**src/rtl/super_i3_bch_outer_source_pkg.sv**
```systemverilog
// Shared geometry and types for the I.3 outer BCH(3860,3824) source framer.
// 128-bit stream words are split into 8 lanes of 16 bits; a frame spans 242 words.
package super_i3_bch_outer_source_pkg;

    localparam int cDEC_NUM    = 8;
    localparam int cDAT_W      = 16;
    localparam int cFRAME_SIZE = 242;
    localparam int cEOP_EDGE   = 239;
    localparam int cEOF_EDGE   = 242;
    localparam int cADDR_W     = 8;

    typedef logic [cDAT_W-1:0]          dat_t;
    typedef logic [cDEC_NUM*cDAT_W-1:0] ram_dat_t;
    typedef logic [cADDR_W-1:0]         ram_addr_t;

    typedef enum logic {
        ST_IDLE  = 1'b0,
        ST_WRITE = 1'b1
    } state_t;

endpackage

```
**src/rtl/super_i3_bch_outer_source_bufctl.sv**
```systemverilog
// Purpose: ping-pong buffer ownership between the framer and the outer encoders.
// Latency: full/wptr update on the completing word's edge; dat_val two ticks after it.
// Backpressure: rdy drops while the write buffer is still owned by the encoders.
module super_i3_bch_outer_source_bufctl (
    input  logic iclk,
    input  logic ireset,
    input  logic iclkena,
    input  logic frame_done,
    input  logic buf_free,
    output logic wptr,
    output logic rdy,
    output logic dat_val,
    output logic dat_ptr
);

    logic [1:0] full;
    logic [1:0] full_nxt;
    logic       rptr;
    logic       done_d;
    logic       done_ptr;

    assign rdy = ~full[wptr];

    // A completing frame always lands on an empty buffer, so it never collides with a release.
    always_comb begin
        full_nxt = full;
        if (buf_free && full[rptr])
            full_nxt[rptr] = 1'b0;
        if (frame_done)
            full_nxt[wptr] = 1'b1;
    end

    always_ff @(posedge iclk) begin
        if (ireset) begin
            full     <= 2'b00;
            wptr     <= 1'b0;
            rptr     <= 1'b0;
            done_d   <= 1'b0;
            done_ptr <= 1'b0;
            dat_val  <= 1'b0;
            dat_ptr  <= 1'b0;
        end else if (iclkena) begin
            full     <= full_nxt;
            if (frame_done)
                wptr <= ~wptr;
            if (buf_free && full[rptr])
                rptr <= ~rptr;
            done_d   <= frame_done;
            done_ptr <= wptr;
            dat_val  <= done_d;
            if (done_d)
                dat_ptr <= done_ptr;
        end
    end

endmodule

```
**src/rtl/super_i3_bch_outer_source.sv**
```systemverilog
// Purpose: de-interleave stream words into codeword lanes and fill a ping-pong codeword RAM.
// Latency: RAM write one tick after acceptance; odat_val two ticks after the last word.
// Backpressure: ordy low while both buffers await the encoders; frame checker under SUPER_I3_BCH_OUTER_SOURCE_LEN_CHECK_EN.
module super_i3_bch_outer_source
    import super_i3_bch_outer_source_pkg::*;
#(
    parameter int pERR_W = 8
) (
    input  logic              iclk,
    input  logic              ireset,
    input  logic              iclkena,
    input  logic              ival,
    input  logic              isop,
    input  logic              ieop,
    input  ram_dat_t          idat,
    output logic              ordy,
    output ram_addr_t         owram_addr,
    output logic              owram_ptr,
    output logic              owram_write,
    output dat_t              owram_wdat [cDEC_NUM],
    output logic              odat_val,
    output logic              odat_ptr,
    input  logic              ibuf_free,
    output logic              oerr,
    output logic [pERR_W-1:0] oerr_cnt
);

    state_t    state;
    ram_addr_t cnt;
    ram_addr_t widx;
    logic      wptr;
    logic      acc;
    logic      wr_en;
    logic      frame_done;
    dat_t      lane_dat [cDEC_NUM];

    assign acc        = ival & ordy;
    assign wr_en      = acc & (isop | (state == ST_WRITE));
    assign widx       = isop ? '0 : cnt;
    assign frame_done = acc & ~isop & (state == ST_WRITE) & (cnt == ram_addr_t'(cFRAME_SIZE - 1));

    // The final word of a frame carries lanes contiguously, LSB lane first; all others bit-interleave.
    always_comb begin
        for (int d = 0; d < cDEC_NUM; d++)
            lane_dat[d] = '0;
        for (int d = 0; d < cDEC_NUM; d++) begin
            for (int i = 0; i < cDAT_W; i++) begin
                if (widx == ram_addr_t'(cEOF_EDGE - 1))
                    lane_dat[d][i] = idat[d*cDAT_W + i];
                else
                    lane_dat[d][i] = idat[i*cDEC_NUM + d];
            end
        end
    end

    always_ff @(posedge iclk) begin
        if (ireset) begin
            state       <= ST_IDLE;
            cnt         <= '0;
            owram_write <= 1'b0;
            owram_addr  <= '0;
            owram_ptr   <= 1'b0;
            for (int d = 0; d < cDEC_NUM; d++)
                owram_wdat[d] <= '0;
        end else if (iclkena) begin
            owram_write <= wr_en;
            if (wr_en) begin
                owram_addr <= widx;
                owram_ptr  <= wptr;
                owram_wdat <= lane_dat;
            end
            if (acc) begin
                if (isop) begin
                    state <= ST_WRITE;
                    cnt   <= ram_addr_t'(1);
                end else if (state == ST_WRITE) begin
                    if (frame_done) begin
                        state <= ST_IDLE;
                        cnt   <= '0;
                    end else begin
                        cnt <= cnt + 1'b1;
                    end
                end
            end
        end
    end

    super_i3_bch_outer_source_bufctl u_bufctl (
        .iclk       (iclk),
        .ireset     (ireset),
        .iclkena    (iclkena),
        .frame_done (frame_done),
        .buf_free   (ibuf_free),
        .wptr       (wptr),
        .rdy        (ordy),
        .dat_val    (odat_val),
        .dat_ptr    (odat_ptr)
    );

`ifdef SUPER_I3_BCH_OUTER_SOURCE_LEN_CHECK_EN
    logic eop_slot;
    logic len_err;

    assign eop_slot = (widx == ram_addr_t'(cEOP_EDGE - 1));
    assign len_err  = (acc & isop & (state == ST_WRITE)) | (wr_en & (ieop ^ eop_slot));

    always_ff @(posedge iclk) begin
        if (ireset) begin
            oerr     <= 1'b0;
            oerr_cnt <= '0;
        end else if (iclkena) begin
            oerr <= len_err;
            if (len_err && !(&oerr_cnt))
                oerr_cnt <= oerr_cnt + 1'b1;
        end
    end
`else
    // ieop kept referenced so the port stays visibly consumed when the checker is absent.
    assign oerr     = ieop & 1'b0;
    assign oerr_cnt = '0;
`endif

endmodule

```
**config.mk**
```make
export PLATFORM = sky130hd
export DESIGN_NAME = super_i3_bch_outer_source
export DESIGN_NICKNAME = d
export VERILOG_FILES = /design/src/rtl/super_i3_bch_outer_source_pkg.sv /design/src/rtl/super_i3_bch_outer_source_bufctl.sv /design/src/rtl/super_i3_bch_outer_source.sv
export SDC_FILE = /design/constraint.sdc
export NUM_CORES = 1
export LEC_CHECK = 0
export ABC_AREA = 1
export CAP_MARGIN = 20
export CORE_UTILIZATION = 35
export DETAILED_ROUTE_END_ITERATION = 8
export PLACE_DENSITY = 0.73
export SKIP_CTS_REPAIR_TIMING = 1
export SLEW_MARGIN = 10
export SYNTH_ARGS = -nofsm -noshare
export SYNTH_HDL_FRONTEND = slang
export SYNTH_SLANG_ARGS = --single-unit
```
**constraint.sdc**
```tcl
create_clock -name iclk -period 3 [get_ports iclk]
set_input_delay 0.6 -clock iclk [delete_from_list [all_inputs] [get_ports iclk]]
set_output_delay 0.6 -clock iclk [all_outputs]
set_load 0.02 [all_outputs]
```
==> impl_metrics.toml <==
[layout]
finalNonFillerCells = 1814
multi_input_area_mm2 = 0.00384
regArea_mm2 = 0.00310
layout.nets = 1655
area_delta_synth_final_pct = 44.0
n_fill_cell = 2190
drive_above_1_share_pct = 4.44

[setup_path]
crit_arrival_ns = 1.73
crit_path_max_incr_delay_ns = 0.60
critPathTopFamily = "buffers and inverters"
startpoint = "u_bufctl.wptr$_SDFFE_PP0P_"
r2r_start = "u_bufctl.wptr$_SDFFE_PP0P_"
crit_type = "flop to output pin"
critPathLaunchType = "flop"
worstPathCellList = "inv_2 > nand2_1 > nand2_1 > inv_1 > clkdlybuf4s50_1"
end_kind = "output pin"
crit_path_max_fanout = 5
required_ns = 2.40
crit_slowest_cell = "clkdlybuf4s50_1"
cp.buffers_inverters = 3
path_common_cell = "nand2_1"

[floorplan]
die_w_um = 153
start_util_pct = 36.1
pin_count = 285
die-height_um = 153
die_area_mm2 = 0.0234
num_rows = 54
core_mm2 = 0.0221

[placement]
portBuffers = 274
hpwl_um = 21100
gp_congestion = 0.868
pre_cts_ws_ns = 0.316
placedCellCount = 1779

[synth]
synth.most_common_cell = "nand2_1"
synth.area.top_cells = "dfxtp_1, nand3_1, nand2_1"
ys_types = 24
syn_area_mm2 = 0.00797
synth_commonest_cells = "nand2_1, nor2_1, nand3_1"
synth.avg_cell_area_um2 = 6.19
syn_inst = 1288
yosys.area.top_type = "dfxtp_1"
synth_edf_count = 0
synth_top_area_share_pct = 38.9
ys_warn_count = 0
seq_area_frac_synth_pct = 38.9
async_reset_ff_share_pct = 0
yosys_most_used_dff = "dfxtp_1"
ys_seq_elements = 155

[cts]
cts.htree.levels = 4
cts_buffers = 17
cts_tree = "yes"
cts.sinks = 155
clk_pin_slew_worst_paths_ns = 0.07
clock_latency_ns = 0.43
cts_buffer_depth = 2
cts-root-buf = "clkbuf_16"

[timing]
worst_hold_slack_ns = 0.465
maxSlewHeadroom_pct = 64.4
worst_slack_ns = 0.670
hold_viol_final = 0
max_freq_ghz = 0.429
fin_crit_sh_pct = 77.7
rsz0062_at_grt = "false"
worstMarginPinSlew_ns = 0.535
tns_ns = 0
min_period_ns = 2.33
fin_skew_ns = 0.0104
final_max_slew_viol_count = 0
setup_viol = 0

[grt]
gr-total-overflow = 0
grt_pass1_vias = 7956
track_usage_pct = 24.8
grt_max_degree = 82
antenna_found_initial = 4
grt_pass1_wl_um = 44500

[drt]
wl_per_cell_um = 16.1
via_per_inst = 4.87
first_pass_iters = 5
drc_errors = 0
vias = 8830
dr.first_iter.drc_count = 535
drt-total-wl_um = 29300
ant_nets = 0

[power]
ir_drop_mv = 0.334
total_power_uw = 5400
leakage_uw = 0.00535
powerDensity_mw_per_mm2 = 471

[hold_path]
worstHoldPathType = "flop to flop"
min_from = "owram_addr[0]$_SDFFE_PP0P_"

[job]
drv_cap = 0

[outcome]
status = "completed"
==> registers in the layout, indices dropped and copies added (netlist names) <==
signal / flops
owram_wdat: 128
cnt: 8
owram_addr: 8
u_bufctl.full: 2
owram_ptr: 1
owram_write: 1
state: 1
u_bufctl.dat_ptr: 1
u_bufctl.dat_val: 1
u_bufctl.done_d: 1
u_bufctl.done_ptr: 1
u_bufctl.rptr: 1
u_bufctl.wptr: 1
==> area by class of cell <==
cell class / instances / share of cell area [%]
antenna: 3 / 0.0654
clock buffer: 17 / 3.71
clock inverter: 15 / 1.43
inverter: 142 / 4.65
multi-input combinational: 901 / 33.4
sequential: 155 / 27.0
tap: 280 / 3.05
timing repair buffer: 301 / 26.6
==> placed cells by master, fill, tap and decap left out, types with 2 or more instances in the layout <==
cell type,instances
buf_4,19
a21oi_1,22
dfxtp_1,155
bufinv_16,2
inv_2,3
inv_1,138
clkinvlp_4,5
nor2_1,275
buf_12,9
ha_1,2
o21bai_1,2
clkinv_4,2
clkbuf_16,17
diode_2,3
nand3_1,274
nor3_2,2
o21ai_0,11
nand4_1,2
clkdlybuf4s50_1,273
inv_6,5
nand2_1,296
conb_1,9
==> stage by stage <==
stage | area (um2) | util, %
3_3_place_gp | 10900 | 49.2
4_1_cts | 11500 | 51.9
6_report | 11500 | 51.9
2_1_floorplan | 8000 | -
3_5_place_dp | 10900 | 49.2
5_1_grt | 11500 | 51.9
==> power by group <==
| group | leakage (uW) | switching, uW | internal [uW] |
|---|---|---|---|
| combinational | 0.00381 | 530 | 457 |
| clock | 0.000273 | 957 | 1240 |
| sequential | 0.00127 | 54.7 | 2160 |
| total | 0.00535 | 1540 | 3860 |
==> routing by layer <==
metal  share of wire (%)  GRT usage (%)  vias up
met3                 9.5           8.51       45
li1                    -              -     4437
met5               0.044              0        -
met4                 3.0           9.14        2
met1                  42           30.5     3982
met2                  46           40.0      364
==> worst register-to-register path, cell delays in order, from the launching register on <==
cell and delay, ns:
dfxtp_1 0.41, inv_2 0.07, nand2_1 0.08, nand3_1 0.13, nor2_4 0.32, buf_4 0.44, nand3_1 0.16, nand2_1 0.08
inv_1 0.03
==> final timing paths <==
kind | endpoint | slack (ns) | cells after the start
hold / removal | owram_addr[0]$_SDFFE_PP0P_ | 0.46 | 2
setup reg to reg | owram_wdat[11]$_SDFFE_PP0P_ | 1.19 | 8
hold reg to reg | owram_addr[0]$_SDFFE_PP0P_ | 0.46 | 2
setup / recovery | ordy | 0.67 | 5
==> kinds of logic after synthesis <==
family                   synth area share, %
flip-flops                              38.9
buffers and inverters                   13.5
AND/OR/NAND/NOR                         44.8
AO/OA/AOI/OAI                           2.37
adder cells (fa/ha/maj)                0.314
other                                 0.0471
Power figures use the tool's default switching activity.
